<file path="config.mk">
export PLATFORM = sky130hd
export DESIGN_NAME = pc_sequencer_flat
export DESIGN_NICKNAME = d
export VERILOG_FILES = /design/src/rtl/pc_sequencer_if.sv /design/src/rtl/pc_sequencer.sv /design/src/flat_wrapper.sv
export SDC_FILE = /design/constraint.sdc
export NUM_CORES = 1
export LEC_CHECK = 0
export CAP_MARGIN = 15
export CELL_PAD_IN_SITES_DETAIL_PLACEMENT = 0
export CELL_PAD_IN_SITES_GLOBAL_PLACEMENT = 1
export CORE_MARGIN = 2
export CORE_UTILIZATION = 30
export DETAILED_ROUTE_END_ITERATION = 10
export PLACE_DENSITY = 0.78
export SLEW_MARGIN = 20
export SYNTH_ARGS = -nofsm -noshare
export SYNTH_HDL_FRONTEND = slang
export SYNTH_SLANG_ARGS = --single-unit
</file>
<file path="constraint.sdc">
create_clock -name clk -period 6.1 [get_ports clk]
set_clock_uncertainty 0.2 [all_clocks]
set_input_delay 1.525 -clock clk [delete_from_list [all_inputs] [get_ports clk]]
set_output_delay 1.525 -clock clk [all_outputs]
set_load 0.1 [all_outputs]
</file>
<file path="src/rtl/pc_sequencer_if.sv">
// rtl/pc_sequencer_if.sv - bus, compare-flag and fetch signals of the program-counter sequencer
//
// Purpose: groups the system-bus write port, the compare-unit flags and the
// instruction-register fetch handshake of pc_sequencer into one bundle.
// Names carry the sequencer's point of view (i_ = into the sequencer).
//
// Signals:
//   i_wr_en       bus write strobe, one cycle per write
//   i_device      target device ID
//   i_address     port code
//   i_data        write data
//   i_cmp_larger  compare flag, sampled on the write cycle
//   i_cmp_smaller compare flag, sampled on the write cycle
//   i_cmp_equal   compare flag, sampled on the write cycle
//   i_ir_ready    fetch accepted by instruction register
//   o_ir_fetch_en fetch request
//   o_ir_pointer  instruction address
//   o_jump_taken  one-cycle pulse, pointer was loaded from target
//   o_halted      sequencer is in STOP
//   o_waiting     sequencer is in WAIT
//
// Modports: slave = the sequencer, master = the bus / compare / IR side.
interface pc_sequencer_if #(
  parameter int DATA_WIDTH = 8
);
  logic                  i_wr_en;
  logic [DATA_WIDTH-1:0] i_device;
  logic [DATA_WIDTH-1:0] i_address;
  logic [DATA_WIDTH-1:0] i_data;
  logic                  i_cmp_larger;
  logic                  i_cmp_smaller;
  logic                  i_cmp_equal;
  logic                  i_ir_ready;
  logic                  o_ir_fetch_en;
  logic [DATA_WIDTH-1:0] o_ir_pointer;
  logic                  o_jump_taken;
  logic                  o_halted;
  logic                  o_waiting;

  modport slave (
    input  i_wr_en, i_device, i_address, i_data,
    input  i_cmp_larger, i_cmp_smaller, i_cmp_equal, i_ir_ready,
    output o_ir_fetch_en, o_ir_pointer, o_jump_taken, o_halted, o_waiting
  );

  modport master (
    output i_wr_en, i_device, i_address, i_data,
    output i_cmp_larger, i_cmp_smaller, i_cmp_equal, i_ir_ready,
    input  o_ir_fetch_en, o_ir_pointer, o_jump_taken, o_halted, o_waiting
  );
endinterface

</file>
<file path="src/rtl/pc_sequencer.sv">
// rtl/pc_sequencer.sv - program-counter sequencer: jumps, timed waits, stop and fetch gating
//
// Purpose: decodes bus writes addressed to the controller device and owns the
// instruction pointer. Handles conditional/unconditional jumps against a
// programmable target, timed waits, stop, and gates instruction fetch through
// the IR ready handshake.
//
// Ports:
//   clk  rising-edge clock
//   rst  asynchronous active-high reset
//   bus  pc_sequencer_if.slave: write port, compare flags, fetch handshake,
//        pointer and status outputs
module pc_sequencer #(
  parameter int                    DATA_WIDTH        = 8,
  parameter logic [DATA_WIDTH-1:0] DEVICE_CONTROLLER = 'h01,
  parameter logic [DATA_WIDTH-1:0] PORT_JUMP_LARGER  = 'd0,
  parameter logic [DATA_WIDTH-1:0] PORT_JUMP_SMALLER = 'd1,
  parameter logic [DATA_WIDTH-1:0] PORT_JUMP_EQUAL   = 'd2,
  parameter logic [DATA_WIDTH-1:0] PORT_JUMP_UNEQUAL = 'd3,
  parameter logic [DATA_WIDTH-1:0] PORT_JUMP_DIRECT  = 'd4,
  parameter logic [DATA_WIDTH-1:0] PORT_ADDR         = 'd5,
  parameter logic [DATA_WIDTH-1:0] PORT_WAIT         = 'd6,
  parameter logic [DATA_WIDTH-1:0] PORT_STOP         = 'd7
) (
  input  logic         clk,
  input  logic         rst,
  pc_sequencer_if.slave bus
);

  typedef enum logic [1:0] {
    ST_RST  = 2'd0,
    ST_RUN  = 2'd1,
    ST_WAIT = 2'd2,
    ST_STOP = 2'd3
  } state_t;

  state_t                r_state;
  logic [DATA_WIDTH-1:0] r_pointer;
  logic [DATA_WIDTH-1:0] r_target;
  logic [DATA_WIDTH-1:0] r_wait_cnt;
  logic                  r_jump_taken;

  state_t                w_nxt_state;
  logic [DATA_WIDTH-1:0] w_nxt_pointer;
  logic [DATA_WIDTH-1:0] w_nxt_target;
  logic [DATA_WIDTH-1:0] w_nxt_wait_cnt;
  logic                  w_nxt_jump_taken;

  logic w_accept;
  logic w_wr_addr;
  logic w_wr_wait;
  logic w_wr_stop;
  logic w_wr_direct;
  logic w_jump_hit;

  // A write only exists for this block when strobed and addressed to it.
  assign w_accept    = bus.i_wr_en && (bus.i_device == DEVICE_CONTROLLER);
  assign w_wr_addr   = w_accept && (bus.i_address == PORT_ADDR);
  assign w_wr_wait   = w_accept && (bus.i_address == PORT_WAIT);
  assign w_wr_stop   = w_accept && (bus.i_address == PORT_STOP);
  assign w_wr_direct = w_accept && (bus.i_address == PORT_JUMP_DIRECT);

  // Taken-jump decode; unknown port codes fall through as "no jump".
  always_comb begin
    w_jump_hit = 1'b0;
    if (w_accept) begin
      case (bus.i_address)
        PORT_JUMP_LARGER:  w_jump_hit = bus.i_cmp_larger;
        PORT_JUMP_SMALLER: w_jump_hit = bus.i_cmp_smaller;
        PORT_JUMP_EQUAL:   w_jump_hit = bus.i_cmp_equal;
        PORT_JUMP_UNEQUAL: w_jump_hit = !bus.i_cmp_equal;
        PORT_JUMP_DIRECT:  w_jump_hit = 1'b1;
        default:           w_jump_hit = 1'b0;
      endcase
    end
  end

  always_ff @(posedge clk or posedge rst) begin
    if (rst) begin
      r_state      <= ST_RST;
      r_pointer    <= '0;
      r_target     <= '0;
      r_wait_cnt   <= '0;
      r_jump_taken <= 1'b0;
    end else begin
      r_state      <= w_nxt_state;
      r_pointer    <= w_nxt_pointer;
      r_target     <= w_nxt_target;
      r_wait_cnt   <= w_nxt_wait_cnt;
      r_jump_taken <= w_nxt_jump_taken;
    end
  end

  always_comb begin
    w_nxt_state      = r_state;
    w_nxt_pointer    = r_pointer;
    w_nxt_target     = r_target;
    w_nxt_wait_cnt   = r_wait_cnt;
    w_nxt_jump_taken = 1'b0;

    // The target is writable everywhere except STOP; jumps in this same
    // cycle still use the old value because they read r_target.
    if (w_wr_addr && (r_state != ST_STOP)) begin
      w_nxt_target = bus.i_data;
    end

    case (r_state)
      ST_RST: begin
        if (w_wr_direct) begin
          w_nxt_pointer    = r_target;
          w_nxt_jump_taken = 1'b1;
          w_nxt_state      = ST_RUN;
        end
      end

      ST_RUN: begin
        // Priority: STOP > taken jump > WAIT (non-zero) > fetch increment.
        if (w_wr_stop) begin
          w_nxt_state = ST_STOP;
        end else if (w_jump_hit) begin
          w_nxt_pointer    = r_target;
          w_nxt_jump_taken = 1'b1;
        end else if (w_wr_wait && (bus.i_data != '0)) begin
          w_nxt_wait_cnt = bus.i_data;
          w_nxt_state    = ST_WAIT;
        end else if (bus.i_ir_ready) begin
          w_nxt_pointer = r_pointer + DATA_WIDTH'(1);
        end
      end

      ST_WAIT: begin
        // wait_cnt holds N on the first WAIT cycle, so leaving when it
        // reads 1 gives exactly N cycles of WAIT.
        if (w_wr_stop) begin
          w_nxt_state = ST_STOP;
        end else begin
          w_nxt_wait_cnt = r_wait_cnt - DATA_WIDTH'(1);
          if (r_wait_cnt == DATA_WIDTH'(1)) begin
            w_nxt_state = ST_RUN;
          end
        end
      end

      ST_STOP: begin
        w_nxt_state = ST_STOP;
      end

      default: begin
        w_nxt_state = ST_RST;
      end
    endcase
  end

  // Status outputs come from registers only, never from inputs.
  assign bus.o_ir_fetch_en = (r_state == ST_RUN);
  assign bus.o_halted      = (r_state == ST_STOP);
  assign bus.o_waiting     = (r_state == ST_WAIT);
  assign bus.o_ir_pointer  = r_pointer;
  assign bus.o_jump_taken  = r_jump_taken;

endmodule

</file>
<file path="src/flat_wrapper.sv">
// flat-port wrapper written by rule: the top's interface ports become plain ports
module pc_sequencer_flat 
#(
  parameter int                    DATA_WIDTH        = 8,
  parameter logic [DATA_WIDTH-1:0] DEVICE_CONTROLLER = 'h01,
  parameter logic [DATA_WIDTH-1:0] PORT_JUMP_LARGER  = 'd0,
  parameter logic [DATA_WIDTH-1:0] PORT_JUMP_SMALLER = 'd1,
  parameter logic [DATA_WIDTH-1:0] PORT_JUMP_EQUAL   = 'd2,
  parameter logic [DATA_WIDTH-1:0] PORT_JUMP_UNEQUAL = 'd3,
  parameter logic [DATA_WIDTH-1:0] PORT_JUMP_DIRECT  = 'd4,
  parameter logic [DATA_WIDTH-1:0] PORT_ADDR         = 'd5,
  parameter logic [DATA_WIDTH-1:0] PORT_WAIT         = 'd6,
  parameter logic [DATA_WIDTH-1:0] PORT_STOP         = 'd7
)
  (clk, rst, bus_i_wr_en, bus_i_device, bus_i_address, bus_i_data, bus_i_cmp_larger, bus_i_cmp_smaller, bus_i_cmp_equal, bus_i_ir_ready, bus_o_ir_fetch_en, bus_o_ir_pointer, bus_o_jump_taken, bus_o_halted, bus_o_waiting);
  pc_sequencer_if #(.DATA_WIDTH(DATA_WIDTH)) bus_i ();
  input  logic clk;
  input  logic rst;
  input wire logic [$bits(bus_i.i_wr_en)-1:0] bus_i_wr_en;
  input wire logic [$bits(bus_i.i_device)-1:0] bus_i_device;
  input wire logic [$bits(bus_i.i_address)-1:0] bus_i_address;
  input wire logic [$bits(bus_i.i_data)-1:0] bus_i_data;
  input wire logic [$bits(bus_i.i_cmp_larger)-1:0] bus_i_cmp_larger;
  input wire logic [$bits(bus_i.i_cmp_smaller)-1:0] bus_i_cmp_smaller;
  input wire logic [$bits(bus_i.i_cmp_equal)-1:0] bus_i_cmp_equal;
  input wire logic [$bits(bus_i.i_ir_ready)-1:0] bus_i_ir_ready;
  output wire logic [$bits(bus_i.o_ir_fetch_en)-1:0] bus_o_ir_fetch_en;
  output wire logic [$bits(bus_i.o_ir_pointer)-1:0] bus_o_ir_pointer;
  output wire logic [$bits(bus_i.o_jump_taken)-1:0] bus_o_jump_taken;
  output wire logic [$bits(bus_i.o_halted)-1:0] bus_o_halted;
  output wire logic [$bits(bus_i.o_waiting)-1:0] bus_o_waiting;
  assign bus_i.i_wr_en = bus_i_wr_en;
  assign bus_i.i_device = bus_i_device;
  assign bus_i.i_address = bus_i_address;
  assign bus_i.i_data = bus_i_data;
  assign bus_i.i_cmp_larger = bus_i_cmp_larger;
  assign bus_i.i_cmp_smaller = bus_i_cmp_smaller;
  assign bus_i.i_cmp_equal = bus_i_cmp_equal;
  assign bus_i.i_ir_ready = bus_i_ir_ready;
  assign bus_o_ir_fetch_en = bus_i.o_ir_fetch_en;
  assign bus_o_ir_pointer = bus_i.o_ir_pointer;
  assign bus_o_jump_taken = bus_i.o_jump_taken;
  assign bus_o_halted = bus_i.o_halted;
  assign bus_o_waiting = bus_i.o_waiting;
  pc_sequencer #(.DATA_WIDTH(DATA_WIDTH), .DEVICE_CONTROLLER(DEVICE_CONTROLLER), .PORT_JUMP_LARGER(PORT_JUMP_LARGER), .PORT_JUMP_SMALLER(PORT_JUMP_SMALLER), .PORT_JUMP_EQUAL(PORT_JUMP_EQUAL), .PORT_JUMP_UNEQUAL(PORT_JUMP_UNEQUAL), .PORT_JUMP_DIRECT(PORT_JUMP_DIRECT), .PORT_ADDR(PORT_ADDR), .PORT_WAIT(PORT_WAIT), .PORT_STOP(PORT_STOP)) u_core (.clk(clk), .rst(rst), .bus(bus_i));
endmodule
</file>
==> flow_summary.ini <==
[floorplanning]
die_w_um = 81.4
dieHeight_um = 81.4
num_rows = 28
io_pins = 43
initial_core_util_pct = 30.7
dieArea_um2 = 6630
core_area_um2 = 5850

[timing]
worst_slew_pin_slew_ps = 972
maxSlewViolCount = 0
fin_crit_ps = 4220
maxSlewHeadroom_pct = 35.0
finalSetupTns_ps = 0
hold_viol_final = 0
post-route-period-util_pct = 69.2
fin_worst_hold_slack_ps = 301
rsz0062_at_grt = no
setup-violations-final = 0
fmax_mhz = 237

[synth]
synthAdderAreaFrac_pct = 2.09
syn_area_um2 = 1800
synth_xor_area_share_pct = 0.974
netlist.top_cell.by_area = dfrtp_1
netlist_top_cells_area = dfrtp_1 (38%), a21oi_1 (6.4%), mux2_4 (5.8%)
muxShareOfSynthArea_pct = 9.19
yosys_register_bits = 27
netlist_instances = 198
synth_flop_cell = dfrtp_1
seq_area_frac_synth_pct = 37.6
ys_warn_count = 0
synth_nets = 232
ys_types = 48
synth_top_cell_area_share_pct = 37.6
synth_top_family_by_area = compound AO/OA/AOI/OAI gates
async_flop_share_pct = 100
synth_compound_area_share_pct = 23.2
synth_edf_count = 0
synth_simple_gate_area_share_pct = 22.1
synth.avg_cell_area_um2 = 9.08

[grt]
antenna_found_initial = 0
grt_overflow = 0
grt_pass1_vias = 1620
grt_usage_pct = 14.7
grt_pass1_wl_um = 7650
grt_max_degree = 28

[setup_path]
worstSetupPathType = reg2out
r2r-end = u_core.r_wait_cnt[7]
cp.buffers_inverters = 2
path_cells = nand2b_1 -> inv_1 -> clkdlybuf4s50_1
cp.depth = 3
max_stage_delay_ps = 1180
crit_required_ps = 4380
crit_start = u_core.r_state[0]
worst_setup_path_end_kind = output pin
crit_slowest_cell = clkdlybuf4s50_1
critPathMaxFanout = 10
reg2reg_from = u_core.r_state[0]
path_delay_family = buffers and inverters
rr_worst_depth = 7
cp-endpoint = bus_o_ir_fetch_en
r2r_slack_ps = 3630
crit_arrival_ps = 2500
worstSetupStartpointType = register

[clocking]
cts_max_path_buffers = 2
cts_tree = yes
clk-insertion-delay-late_ps = 280
path_clk_slew_ps = 100
clock_sinks = 27
postCtsSetupBuffers = 0
ctsHtreeMaxLevel = 1
hold_buffers = 0
cts_buffers = 3
cts-resized-gates = 0
root_buffer = clkbuf_8

[placed_design]
portBuffers = 42
placed_area_um2 = 2270
gp_congestion = 0.787
hpwl_um = 3390

[job]
cap_violations = 0

[cells_and_area]
syn_to_final_growth_pct = 29.2
fin_nets = 272
n_fill_cell = 575
n_antenna_cell = 0
final_cell_area_um2 = 2320
drive_gt1_share_pct = 11.4

[hold_path]
min_path_type = reg2reg

[detailed_routing]
drc = 0
vias = 1638
drtIter0Drc = 121
final_antenna_net_count = 0
via_per_inst = 5.25
routed_wl_um = 4450
dr.pass1.iters = 4
wl_per_cell_um = 14.3

[power]
ir_worst_vdd_v = 0.000266
power_density_nw_per_um2 = 408
p_leak_nw = 0.929

[run_status]
outcome = complete, no violations
==> worst register-to-register path, delay by kind of cell, from the launching register on <==
kind	cells	cell delay, ps
and+or+nand+nor	2	630
AOI/OAI and AO/OA	4	750
buffers and inverters	1	250
DFF	1	540
==> placed cells by master (no fill, tap or decap), drive strengths merged, types with 3 or more instances in the layout <==
cell type and count:
nand2 15, or3 4, nand3 10, dfrtp 27
or2 3, a31oi 3, ha 3, o22ai 7
a21oi 23, clkbuf 3, mux2 7, o21ai 19
or4 3, nand4 3, mux2i 6, inv 13
a22o 3, nor3b 3, nor2 15, clkdlybuf4s50 42
==> per-layer routing <==
layer	up-vias	share of wire [%]	GRT usage [%]
met5	-	0	0
li1	807	-	-
met4	0	0.47	2.54
met1	793	48	20.2
met3	2	3.4	2.75
met2	36	48	24.3
==> power breakdown <==
group	leakage (nW)	total (W)	switching, W	internal, W
registers	0.351	0.000305	0.0000715	0.000233
logic	0.556	0.000534	0.000370	0.000164
clock network	0.0217	0.000108	0.0000610	0.0000465
==> state kept, by name, summed over array words and instances (netlist names) <==
| name | cells |
|---|---|
| u_core.bus.o_jump_taken | 1 |
| u_core.r_wait_cnt | 8 |
| u_core.r_target | 8 |
| u_core.bus.o_ir_pointer | 8 |
| u_core.r_state | 2 |
==> logic make-up after synthesis <==
family,count (synthesis)
AOI/OAI and AO/OA,66
xor gates and xnor gates,2
adders and majority gates,3
buffers and inverters,20
DFF,27
muxes,13
and+or+nand+nor,67
==> stage by stage <==
stage	instances	power [W]	util, %	setup WS [ps]
2_1_floorplan	198	0.000703	-	2700
3_3_place_gp	308	0.000842	38.9	1970
3_5_place_dp	308	0.000841	38.9	1950
4_1_cts	312	0.000953	39.7	1890
5_1_grt	312	0.00101	39.7	1760
6_report	312	0.000947	39.7	1880
==> area by class of cell <==
type                    instances  area, um^2  area share, %
clock buffers                   3        41.3           1.78
clock inverters                 1        7.51          0.323
inverters                      13        48.8           2.10
multi-input cells             151        1030           44.6
flip-flops and latches         27         676           29.1
well taps                      75        93.8           4.04
repair buffers                 42         420           18.1
==> worst min path at each step <==
stage                            start            endpoint  slack, ps  cells after the start
global route        u_core.r_target[6]  u_core.r_target[6]        340                      2
finish              u_core.r_target[6]  u_core.r_target[6]        300                      2
detailed placement  u_core.r_target[6]  u_core.r_target[6]        290                      2
CTS                 u_core.r_target[6]  u_core.r_target[6]        310                      2
global placement    u_core.r_target[6]  u_core.r_target[6]        270                      2
floorplan           u_core.r_target[6]  u_core.r_target[6]        250                      2
==> cell usage after synthesis (2+ instances only) <==
master	number
or2_2	2
nand4_1	3
or3_1	4
buf_2	4
or4_1	3
nor4b_4	2
and2_1	2
inv_2	2
mux2i_1	6
nor3b_1	3
nand3_1	10
inv_1	11
o21ai_0	18
ha_1	3
nor3_1	2
nand2_1	14
mux2_4	7
nor2_1	15
o22ai_1	6
a31oi_1	3
a22o_1	3
a21oi_1	23
dfrtp_1	27
Power figures use the tool's default switching activity.
